### config.mk
export PLATFORM = sky130hd
export DESIGN_NAME = axi_lite_regfile_slave
export DESIGN_NICKNAME = d
export VERILOG_FILES = /design/src/rtl/axi_lite_regfile_slave.sv
export SDC_FILE = /design/constraint.sdc
export NUM_CORES = 1
export LEC_CHECK = 0
export ABC_AREA = 1
export ABC_CLOCK_PERIOD_IN_PS = 21900
export BUFFER_PORTS_ARGS = -buffer_cell sky130_fd_sc_hd__buf_4
export CORE_ASPECT_RATIO = 1.4
export CORE_MARGIN = 10
export CORE_UTILIZATION = 30
export CTS_CLUSTER_SIZE = 25
export DETAILED_ROUTE_END_ITERATION = 10
export PLACE_DENSITY_LB_ADDON = 0.15
export SETUP_SLACK_MARGIN = 0.05
export SYNTH_ARGS = -nofsm -noshare
export SYNTH_HDL_FRONTEND = slang
export SYNTH_SLANG_ARGS = --single-unit
### constraint.sdc
create_clock -name ACLK -period 21.9 [get_ports ACLK]
set_input_delay 4.38 -clock ACLK [delete_from_list [all_inputs] [get_ports ACLK]]
set_output_delay 4.38 -clock ACLK [all_outputs]
set_load 0.05 [all_outputs]
### src/rtl/axi_lite_regfile_slave.sv
// AXI4-Lite slave exposing NUM_REGS DATA_W-bit registers with byte strobes.
// Independent write (AW/W/B) and read (AR/R) channels; bad writes get SLVERR.
//
// Ports:
//   ACLK, ARESET            clock, async active-high reset
//   AW*/W*/B*               write address, data and response channels
//   AR*/R*                  read address and data channels
//   AWPROT/ARPROT           accepted and ignored
module axi_lite_regfile_slave #(
  parameter int DATA_W   = 32,
  parameter int ADDR_W   = 32,
  parameter int NUM_REGS = 16,
  parameter logic [NUM_REGS-1:0] RO_MASK = '0
) (
  input  logic                ACLK,
  input  logic                ARESET,
  input  logic                AWVALID,
  output logic                AWREADY,
  input  logic [ADDR_W-1:0]   AWADDR,
  input  logic [2:0]          AWPROT,
  input  logic                WVALID,
  output logic                WREADY,
  input  logic [DATA_W-1:0]   WDATA,
  input  logic [DATA_W/8-1:0] WSTRB,
  output logic                BVALID,
  input  logic                BREADY,
  output logic [1:0]          BRESP,
  input  logic                ARVALID,
  output logic                ARREADY,
  input  logic [ADDR_W-1:0]   ARADDR,
  input  logic [2:0]          ARPROT,
  output logic                RVALID,
  input  logic                RREADY,
  output logic [DATA_W-1:0]   RDATA,
  output logic [1:0]          RRESP
);

  localparam int NB  = DATA_W / 8;
  localparam int LSB = $clog2(NB);
  localparam int IW  = ADDR_W - LSB;
  localparam int RW  = (NUM_REGS > 1) ? $clog2(NUM_REGS) : 1;

  localparam logic [1:0] OKAY   = 2'b00;
  localparam logic [1:0] SLVERR = 2'b10;

  typedef enum logic [1:0] {
    W_IDLE,
    W_HAVE_AW,
    W_HAVE_W,
    W_RESP
  } w_state_e;

  typedef enum logic {
    R_IDLE,
    R_DATA
  } r_state_e;

  w_state_e            w_state_q, w_state_d;
  r_state_e            r_state_q, r_state_d;
  logic [DATA_W-1:0]   regs_q [NUM_REGS];
  logic [DATA_W-1:0]   regs_d [NUM_REGS];
  logic [IW-1:0]       waddr_q, waddr_d;
  logic [DATA_W-1:0]   wdata_q, wdata_d;
  logic [NB-1:0]       wstrb_q, wstrb_d;
  logic                awready_q, awready_d;
  logic                wready_q, wready_d;
  logic                bvalid_q, bvalid_d;
  logic [1:0]          bresp_q, bresp_d;
  logic                arready_q, arready_d;
  logic                rvalid_q, rvalid_d;
  logic [DATA_W-1:0]   rdata_q, rdata_d;
  logic [1:0]          rresp_q, rresp_d;

  logic                aw_hs, w_hs, ar_hs, do_wr;
  logic                w_ok, r_in;
  logic [RW-1:0]       widx, ridx;
  logic [IW-1:0]       raddr;

  logic unused_ok;
  assign unused_ok = ^{AWPROT, ARPROT,
                       AWADDR[LSB-1:0], ARADDR[LSB-1:0]};

  assign aw_hs = AWVALID & awready_q;
  assign w_hs  = WVALID & wready_q;
  assign ar_hs = ARVALID & arready_q;

  // Write side: the second handshake may come from this cycle's bus
  // or from the half already latched, so decode the merged view.
  always_comb begin
    w_state_d = w_state_q;
    waddr_d   = aw_hs ? AWADDR[ADDR_W-1:LSB] : waddr_q;
    wdata_d   = w_hs ? WDATA : wdata_q;
    wstrb_d   = w_hs ? WSTRB : wstrb_q;
    bresp_d   = bresp_q;
    regs_d    = regs_q;
    do_wr     = 1'b0;
    widx      = waddr_d[RW-1:0];
    w_ok      = (64'(waddr_d) < 64'(NUM_REGS)) &&
                !RO_MASK[widx];

    unique case (w_state_q)
      W_IDLE: begin
        if (aw_hs && w_hs) do_wr = 1'b1;
        else if (aw_hs)    w_state_d = W_HAVE_AW;
        else if (w_hs)     w_state_d = W_HAVE_W;
      end
      W_HAVE_AW: if (w_hs)  do_wr = 1'b1;
      W_HAVE_W:  if (aw_hs) do_wr = 1'b1;
      W_RESP:    if (BREADY) w_state_d = W_IDLE;
      default:   w_state_d = W_IDLE;
    endcase

    if (do_wr) begin
      w_state_d = W_RESP;
      bresp_d   = w_ok ? OKAY : SLVERR;
      if (w_ok) begin
        for (int b = 0; b < NB; b++) begin
          if (wstrb_d[b])
            regs_d[widx][8*b +: 8] = wdata_d[8*b +: 8];
        end
      end
    end

    awready_d = (w_state_d == W_IDLE) ||
                (w_state_d == W_HAVE_W);
    wready_d  = (w_state_d == W_IDLE) ||
                (w_state_d == W_HAVE_AW);
    bvalid_d  = (w_state_d == W_RESP);
  end

  // Read side samples regs_q, so a same-edge write is not yet visible.
  always_comb begin
    r_state_d = r_state_q;
    rdata_d   = rdata_q;
    rresp_d   = rresp_q;
    raddr     = ARADDR[ADDR_W-1:LSB];
    ridx      = raddr[RW-1:0];
    r_in      = 64'(raddr) < 64'(NUM_REGS);

    unique case (r_state_q)
      R_IDLE: begin
        if (ar_hs) begin
          r_state_d = R_DATA;
          rdata_d   = r_in ? regs_q[ridx] : '0;
          rresp_d   = r_in ? OKAY : SLVERR;
        end
      end
      R_DATA:  if (RREADY) r_state_d = R_IDLE;
      default: r_state_d = R_IDLE;
    endcase

    arready_d = (r_state_d == R_IDLE);
    rvalid_d  = (r_state_d == R_DATA);
  end

  always_ff @(posedge ACLK or posedge ARESET) begin
    if (ARESET) begin
      w_state_q <= W_IDLE;
      r_state_q <= R_IDLE;
      regs_q    <= '{default: '0};
      waddr_q   <= '0;
      wdata_q   <= '0;
      wstrb_q   <= '0;
      awready_q <= 1'b0;
      wready_q  <= 1'b0;
      bvalid_q  <= 1'b0;
      bresp_q   <= 2'b00;
      arready_q <= 1'b0;
      rvalid_q  <= 1'b0;
      rdata_q   <= '0;
      rresp_q   <= 2'b00;
    end else begin
      w_state_q <= w_state_d;
      r_state_q <= r_state_d;
      regs_q    <= regs_d;
      waddr_q   <= waddr_d;
      wdata_q   <= wdata_d;
      wstrb_q   <= wstrb_d;
      awready_q <= awready_d;
      wready_q  <= wready_d;
      bvalid_q  <= bvalid_d;
      bresp_q   <= bresp_d;
      arready_q <= arready_d;
      rvalid_q  <= rvalid_d;
      rdata_q   <= rdata_d;
      rresp_q   <= rresp_d;
    end
  end

  assign AWREADY = awready_q;
  assign WREADY  = wready_q;
  assign BVALID  = bvalid_q;
  assign BRESP   = bresp_q;
  assign ARREADY = arready_q;
  assign RVALID  = rvalid_q;
  assign RDATA   = rdata_q;
  assign RRESP   = rresp_q;

endmodule

### Yosys cells after proc, flatten, opt, wreduce, memory -nomap -nowiden

Memory sizes are Yosys's and may differ from the RTL's.
Index checks and enable logic that the tools add are counted.

* logic and storage cells: 103
* output and inout port bits: 41
* memory bits (read-only): 16
* input bits: 113
* memories: 1
* bits in latches: 0
* bits in registers: 621
* memory bits (writable): 0

Memories
* (no name shown): words 16, width 1, read ports 1, clocked after memory_dff 0, write ports 0, RTL line 99 `!RO_MASK[widx];`

* reductions and logical operators: 10
* shifts and indexed selects: 0
* bitwise logic cells: 7
* eq/ne operators: 6
* magnitude comparators: 6
* divide/modulo/power cells: 0
* multiplexer cells: 45
* $mul: 0
* add/subtract/negate cells: 0

Operator list (number)
* 2-to-1 mux 512 bit: 10
* bitwise mux 512 bit: 4
* demux 32 bit (select 4 bit): 4
* 2-to-1 mux 32 bit: 5
* binary-select mux 32 bit (select 4 bit): 1
* less-than comparator 30 x 5 -> 1 bit, second input constant: 2
* 2-to-1 mux 30 bit: 1
* 2-to-1 mux 24 bit: 1
* 2-to-1 mux 16 bit: 1
* 2-to-1 mux 2 bit: 7
* >= comparator 5 bit, second input constant: 2
* inverter 4 -> 5 bit: 2
* == test 2 bit, second input constant: 4
* 2-to-1 mux 8 bit: 1
* 2-to-1 mux 1 bit: 6
* less-than comparator 4 x 5 -> 1 bit, second input constant: 1
* less-than comparator 5 x 1 -> 1 bit, second input constant: 1
* == test 2 x 1 -> 1 bit, second input constant: 2
* logical NOT 2 bit: 2
* 2-to-1 mux 4 bit: 1
* one-hot mux 2 bit (2 select lines): 1
* AND reduction 2 bit: 2
* AND 1 bit: 3
* logical AND 1 bit: 3
* 5 further kinds: 7

### Longest topological paths before layout

Gate-level depths: netlist (run 1).

* depth in word-level cells: 21
* gate-level depth with buffers: 15
* gate-level depth less buffers: 11

### Worst setup path after synthesis (run 1)

OpenSTA, ideal clock, no wires.

* path kind: input-to-reg
* start: in AWVALID
* end: reg regs_q[248] in the netlist's numbering
* library setup time: 0.117 ns
* arrival time: 5.957 ns
* buffers on the path: 3
* required time: 21.783 ns
* cell stages on the path: 12
* slack: 15.826 ns
* path through: buf_4 clkbuf_1 nand3_1 nand2_1 nand2_1 nor2_1 nand2_1 nor2_1 buf_6 nand4_4 nand2_1 nand2_1

* cells in the longest elaborated chain, start to end: 18
* elaborated cells on any way between the ends: 35
* classes of those cells: 3 x order compare; 24 x mux; 2 x bitwise; 5 x reduce/logical; 1 x memory

Ends and longest elaborated chain
* start, declared: RTL line 17 `input logic AWVALID,`
* AND 1 bit (*): RTL line 83 `assign aw_hs = AWVALID & awready_q;`
* 2-to-1 mux 30 bit: RTL line 91 `waddr_d = aw_hs ? AWADDR[ADDR_W-1:LSB] : waddr_q;`
* inverter 4 -> 5 bit (not written as such): RTL line 119 `regs_d[widx][8*b +: 8] = wdata_d[8*b +: 8];`
* demux 32 bit (select 4 bit): RTL line 119
* bitwise mux 512 bit: RTL line 119
* 2-to-1 mux 512 bit: RTL line 118 `if (wstrb_d[b])`
* 2-to-1 mux 512 bit: RTL line 116 `if (w_ok) begin`
* 2-to-1 mux 512 bit: RTL line 113 `if (do_wr) begin`
* [... 2 more ...]
* 2-to-1 mux 512 bit: RTL line 116
* 2-to-1 mux 512 bit: RTL line 113
* bitwise mux 512 bit: RTL line 119
* 2-to-1 mux 512 bit: RTL line 118
* 2-to-1 mux 512 bit: RTL line 116
* 2-to-1 mux 512 bit: RTL line 113
* bitwise mux 512 bit: RTL line 119
* 2-to-1 mux 512 bit: RTL line 118
* end signal, assigned: RTL line 175 `regs_q <= regs_d;`
* end, declared: RTL line 60 `logic [DATA_W-1:0] regs_q [NUM_REGS];`

Every way passes the cells marked *; elsewhere a longest branch is shown, timed or not. The select of a mux whose other input is x is not followed.
A chain may end at the register's enable or synchronous reset.

### Final worst setup path (run 1)

* start: in AWVALID
* end: reg regs_q[453] in the netlist's numbering

* cells in the longest elaborated chain, start to end: 21
* elaborated cells on any way between the ends: 35
* classes of those cells: 3 x order compare; 24 x mux; 2 x bitwise; 5 x reduce/logical; 1 x memory

Ends and longest elaborated chain (RTL line)
* AND 1 bit (*): 83
* 2-to-1 mux 30 bit: 91
* inverter 4 -> 5 bit (not written as such): 119
* >= comparator 5 bit (not written as such) / less-than comparator 5 x 1 -> 1 bit (equally long branches): 119
* logical AND 1 bit (not written as such): 119
* 2-to-1 mux 8 bit (not written as such): 119
* demux 32 bit (select 4 bit): 119
* bitwise mux 512 bit: 119
* [... 5 more ...]
* 2-to-1 mux 512 bit: 116
* 2-to-1 mux 512 bit: 113
* bitwise mux 512 bit: 119
* 2-to-1 mux 512 bit: 118
* 2-to-1 mux 512 bit: 116
* 2-to-1 mux 512 bit: 113
* bitwise mux 512 bit: 119
* 2-to-1 mux 512 bit: 118

Marked as above.

==> out/qor.csv, run 1 <==
stage,metric,value,unit
status,status,finished clean,
clocking,cts.sinks,619,
sta,maxSlewViolCount,0,
route,vias,28485,
global_routing,grt_pass1_vias,28412,
sta,rsz0062_at_grt,false,
clocking,clk_latency,660,ps
layout,seqCellArea,0.0155,mm^2
sta,worst_pin_slew,1230,ps
worst_setup_path,worst-path-buf-inv,4,
logic_synthesis,synth_flop_cell,dfrtp_1,
sta,skew,24.9,ps
layout,multiInputGateArea,0.0142,mm^2
worst_setup_path,end_kind,flip-flop,
clocking,hold_buffers,0,
worst_setup_path,cp.arrival,8660,ps
die,core_region_area,0.105,mm^2
layout,drive_gt1_frac,0.0954,
logic_synthesis,yosys.area.top_type,dfrtp_1,
worst_setup_path,path_depth,12,
logic_synthesis,synth_area_leaders,"dfrtp_1 (49%), nand2_1 (21%), nand4_1 (11%)",
worst_hold_path,min_to,regs_q[477],
layout,layout.nets,4029,
die,fp.dieW,295,um
logic_synthesis,async_reset_ff_frac,1.00,
clocking,postCtsSetupBuffers,0,
worst_setup_path,path_class,in2reg,
logic_synthesis,syn_inst,3982,
sta,fin_crit,8130,ps
sta,finalSetupTns,0,ps
layout,antennaDiodeCount,0,
global_routing,grt_max_degree,217,
worst_setup_path,worstReg2RegStart,AWREADY,
sta,max_freq,123,MHz
worst_hold_path,holdPathStages,2,
worst_setup_path,cp_top_family,buffers and inverters,
clocking,cts_buffers,69,
global_routing,grt.total_usage,0.200,
route,firstDrtPassIters,5,
worst_setup_path,crit_chain,"buf_4, nand2_4, o21ai_0, nand3_1, clkinv_1, nand2_1, nor2_4, buf_4, buf_4, nand4_1, nand2_1, nand2_1",
die,die_area,0.119,mm^2
global_routing,antenna_found_initial,0,
logic_synthesis,synth_edf_count,0,
logic_synthesis,yosysSeqAreaShare,0.489,
route,wl_per_cell,22.8,um
layout,fin_cells,5319,
die,die_h,405,um
layout,final_common_cell,nand2_1,
sta,fin_crit_sh,0.371,
logic_synthesis,syn_area_per_cell,7.96,um^2
worst_hold_path,hp-start,regs_q[477],
route,drc_errors,0,
sta,finalHoldViolCount,0,
layout,most-common-layout-cells,"nand2_1 (1737), dfrtp_1 (619), nand4_1 (547)",
die,rows,141,
route,drt_iter0_markers,2445,
logic_synthesis,yosysTopAreaCellShare,0.489,
global_routing,grt_pass1_wl,185,mm
global_routing,overflow,0,
route,viasPerCell,5.36,
sta,setup_viol,0,
clocking,post_cts_resized,0,
worst_setup_path,required,22430,ps
worst_setup_path,reg2reg_to,regs_q[453],
place,port_buffers,141,
layout,fillers,11234,
worst_setup_path,start_kind,input pin,
logic_synthesis,synth_area,0.0317,mm^2
place,dp.final_hpwl,68.4,mm
sta,timing.slew.headroom,0.178,
worst_setup_path,path_max_fanout,61,
clocking,clockBufferDepth,3,
worst_setup_path,r2r_slack,17130,ps
layout,syn_to_final_growth,11.8,%
power,power,0.00325,W
worst_setup_path,reg2reg_depth,12,
logic_synthesis,ys_seq_elements,619,
clocking,cts.clk_slew.worst_paths,60,ps
clocking,htree_levels,3,
logic_synthesis,yosysWarnings,0,
clocking,cts_root_buffer,clkbuf_16,
die,io-pin-count,154,
power,p_leak,18.0,nW
route,ant_nets,0,
logic_synthesis,ys_types,32,
worst_setup_path,cp_slowest_stage_delay,630,ps
power,ir_drop,51.3,uV
power,p_per_area,91.7,mW/mm^2
place,globalplace.congestion,0.776,
job,cap_violations,0,
route,wl,121,mm
place,dpl.cell_count,5199,
worst_hold_path,hp-class,reg2reg,
clocking,cts_tree,yes,
die,start_util,0.301,
worst_setup_path,cp_slowest_cell,nand4_1,
[where the power goes]
part / switching (W) / internal, W
registers: 0.0000200 / 0.00120
clock network: 0.000505 / 0.000682
logic: 0.000720 / 0.000120
[cell usage after synthesis (all sizes together) (15+ instances only)]
cell,n
nor2,58
clkbuf,200
buf,144
a21oi,181
nand4,578
inv,62
a22oi,90
o21ai,15
nand3,251
nand2,1751
nor3,17
dfrtp,619
[metal layers]
| metal | part of all wire | up-vias | track usage |
|---|---|---|---|
| met3 | 0.042 | 147 | 0.0220 |
| met1 | 0.43 | 14297 | 0.258 |
| met5 | 0 | - | 0 |
| li1 | - | 13387 | - |
| met4 | 0.026 | 0 | 0.0653 |
| met2 | 0.50 | 654 | 0.346 |
[worst reg2reg max path: stages, from the launching register on]
cell and delay, ps:
dfrtp_1 330, buf_4 370, nand2_4 460, o21ai_0 330, nand3_1 220, clkinv_1 600, nand2_1 210, nor2_4 110
buf_4 460, buf_4 630, nand4_1 670, nand2_1 200, nand2_1 70
[area by class of cell]
class / count / area share
well taps: 1358 / 0.0480
inverters: 63 / 0.00721
flip-flops and latches: 619 / 0.437
clock buffers: 105 / 0.0569
repair buffers: 202 / 0.0438
clock inverters: 15 / 0.00548
multi-input cells: 2957 / 0.401
[cells by family after synthesis]
logic type / after synthesis / synth area share
simple gates: 2664 / 0.392
flops: 619 / 0.489
fa+ha+maj: 4 / 0.00158
other cells: 1 / 0.000118
buf+inv: 407 / 0.0647
compound gates: 287 / 0.0525
[worst max path at each step]
stage,startpoint,endpoint
6_report,AWVALID,regs_q[453]
5_1_grt,AWVALID,regs_q[237]
4_1_cts,AWVALID,regs_q[399]
3_5_place_dp,AWVALID,regs_q[399]
3_3_place_gp,AWVALID,regs_q[74]
2_1_floorplan,ARESET,ARREADY
[sequential cells by signal, indices dropped and copies added (netlist names)]
| signal | cells |
|---|---|
| ARREADY | 1 |
| AWREADY | 1 |
| BRESP | 1 |
| BVALID | 1 |
| RDATA | 32 |
| RRESP | 1 |
| RVALID | 1 |
| WREADY | 1 |
| regs_q | 512 |
| w_state_q | 2 |
| waddr_q | 30 |
| wdata_q | 32 |
| wstrb_q | 4 |
[stage by stage]
step / util / hold slack (ps) / instance area [um^2] / setup slack [ps]
2_1_floorplan: - / 439 / 31700 / 186
3_3_place_gp: 0.316 / 453 / 33200 / 12970
3_5_place_dp: 0.316 / 458 / 33200 / 12950
4_1_cts: 0.337 / 472 / 35400 / 13660
5_1_grt: 0.337 / 482 / 35400 / 13190
6_report: 0.337 / 467 / 35400 / 13770
Note: power is estimated with default switching activity, not from simulation.
==> inputs of run 2 (changes only) <==
--- a/config.mk
+++ b/config.mk
@@ -6,7 +6,7 @@
 export NUM_CORES = 1
 export LEC_CHECK = 0
 export ABC_AREA = 1
-export ABC_CLOCK_PERIOD_IN_PS = 21900
+export ABC_CLOCK_PERIOD_IN_PS = 7400
 export BUFFER_PORTS_ARGS = -buffer_cell sky130_fd_sc_hd__buf_4
 export CORE_ASPECT_RATIO = 1.4
 export CORE_MARGIN = 10
==> constraint.sdc (replaced) <==
create_clock -name ACLK -period 7.4 [get_ports ACLK]
set_input_delay 1.48 -clock ACLK [delete_from_list [all_inputs] [get_ports ACLK]]
set_output_delay 1.48 -clock ACLK [all_outputs]
set_load 0.05 [all_outputs]
==> out/qor.csv, run 2 (synthesis gave the netlist of run 1 again) <==
stage,metric,value,unit,change
worst_setup_path,end_kind,flip-flop,,unchanged
worst_setup_path,required,7930,ps,was 22430 ps
layout,final_common_cell,nand2_1,,unchanged
layout,fillers,11184,,was 11234
clocking,htree_levels,3,,unchanged
global_routing,antenna_found_initial,1,,was 0
route,ant_nets,0,,unchanged
clocking,cts.clk_slew.worst_paths,60,ps,about the same
clocking,postCtsSetupBuffers,0,,unchanged
layout,most-common-layout-cells,"nand2_1 (1737), dfrtp_1 (619), nand4_1 (547)",,unchanged
global_routing,grt_max_degree,157,,was 217
sta,finalHoldViolCount,0,,unchanged
die,rows,141,,unchanged
die,die_h,405,um,unchanged
place,port_buffers,141,,unchanged
sta,fin_crit_sh,0.599,,
job,cap_violations,0,,unchanged
clocking,cts_tree,yes,,unchanged
die,start_util,0.301,,unchanged
sta,finalSetupTns,0,ps,unchanged
route,firstDrtPassIters,5,,unchanged
power,p_per_area,279,mW/mm^2,was 91.7 mW/mm^2
layout,layout.nets,4041,,was 4029
place,globalplace.congestion,0.794,,was 0.776
place,dp.final_hpwl,71.0,mm,was 68.4 mm
clocking,post_cts_resized,0,,unchanged
sta,maxSlewViolCount,0,,unchanged
die,fp.dieW,295,um,unchanged
sta,rsz0062_at_grt,false,,unchanged
sta,fin_crit,4430,ps,
global_routing,grt.total_usage,0.201,,was 0.200
layout,multiInputGateArea,0.0142,mm^2,unchanged
worst_setup_path,reg2reg_depth,12,,unchanged
route,viasPerCell,5.34,,was 5.36
route,vias,28465,,was 28485
layout,syn_to_final_growth,13.3,%,was 11.8%
worst_setup_path,start_kind,input pin,,unchanged
clocking,cts.sinks,619,,unchanged
route,wl,122,mm,was 121 mm
power,ir_drop,165,uV,was 51.3 uV
worst_hold_path,holdPathStages,2,,unchanged
sta,max_freq,226,MHz,
power,power,0.0100,W,was 0.00325 W
sta,worst_pin_slew,1050,ps,was 1230 ps
clocking,clockBufferDepth,3,,unchanged
layout,seqCellArea,0.0155,mm^2,unchanged
clocking,cts_buffers,68,,was 69
status,status,finished clean,,unchanged
clocking,cts_root_buffer,clkbuf_16,,unchanged
route,wl_per_cell,22.9,um,was 22.8 um
sta,holdWs,467,ps,about the same
sta,skew,27.5,ps,was 24.9 ps
global_routing,grt_pass1_vias,28033,,was 28412
power,p_leak,18.2,nW,was 18.0 nW
clocking,hold_buffers,0,,unchanged
worst_setup_path,cp.arrival,4960,ps,was 8660 ps
worst_hold_path,hp-class,reg2reg,,unchanged
layout,regMostFlops,regs_q,,unchanged
route,drt_iter0_markers,2478,,was 2445
die,core_region_area,0.105,mm^2,unchanged
global_routing,overflow,0,,unchanged
die,io-pin-count,154,,unchanged
die,die_area,0.119,mm^2,unchanged
layout,largest_reg_flops,512,,unchanged
worst_setup_path,path_max_fanout,61,,unchanged
worst_setup_path,path_class,in2reg,,unchanged
route,drc_errors,0,,unchanged
global_routing,grt_pass1_wl,186,mm,was 185 mm
layout,drive_gt1_frac,0.101,,was 0.0954
sta,setup_viol,0,,unchanged
sta,timing.slew.headroom,0.300,,was 0.178
clocking,clk_latency,650,ps,was 660 ps
==> run 2: per-layer routing <==
| layer | routed length [um] | vias up | track usage |
|---|---|---|---|
| li1 | - | 13405 | - |
| met4 | 3630 | 0 | 0.0699 |
| met3 | 4750 | 149 | 0.0214 |
| met5 | 0 | - | 0 |
| met2 | 61000 | 630 | 0.343 |
| met1 | 52800 | 14281 | 0.262 |
==> run 2: worst max-delay path, cell delays in order <==
cell,delay [ps]
buf_4,340
nand2_4,420
o21ai_0,290
nand3_1,240
clkinv_1,90
buf_4,340
nand2_1,150
nor2_4,410
buf_12,280
nand4_1,530
nand2_1,220
nand2_1,60
==> run 2: path summary, 6_finish.rpt <==
kind / from / endpoint / slack [ps]
min in group asynchronous: ARESET / RDATA[23] / 880
worst min-delay path: regs_q[288] / regs_q[288] / 470
worst max-delay path: AWVALID / regs_q[47] / 2970
worst min register to register: regs_q[288] / regs_q[288] / 470
worst max register to register: AWREADY / regs_q[47] / 3440
max in group asynchronous: ARESET / waddr_q[7] / 4930
==> run 2: layout make-up <==
| cell class | instances | area share |
|---|---|---|
| Antenna cell | 1 | 0.0000697 |
| Clock inverter | 25 | 0.0127 |
| Sequential cell | 619 | 0.431 |
| Tap cell | 1358 | 0.0473 |
| Multi-Input combinational cell | 2957 | 0.396 |
| Inverter | 63 | 0.00707 |
| Clock buffer | 95 | 0.0556 |
| Timing Repair Buffer | 215 | 0.0501 |
==> run 2: where the power goes <==
| group | internal (W) | total (W) | switching, W |
|---|---|---|---|
| Sequential | 0.00356 | 0.00362 | 0.0000595 |
| Combinational | 0.000389 | 0.00255 | 0.00216 |
| Clock | 0.00233 | 0.00384 | 0.00151 |
| Total | 0.00628 | 0.0100 | 0.00373 |
==> run 2: stage by stage <==
| step | utilization | cells | instance area (um^2) | setup slack [ps] |
|---|---|---|---|---|
| 3_3_place_gp | 0.318 | 5212 | 33400 | 2300 |
| 4_1_cts | 0.341 | 5332 | 35900 | 2970 |
| 2_1_floorplan | - | 3983 | 31700 | -2530 |
| 6_report | 0.341 | 5333 | 35900 | 2970 |
| 5_1_grt | 0.341 | 5332 | 35900 | 2700 |
| 3_5_place_dp | 0.318 | 5212 | 33400 | 2290 |
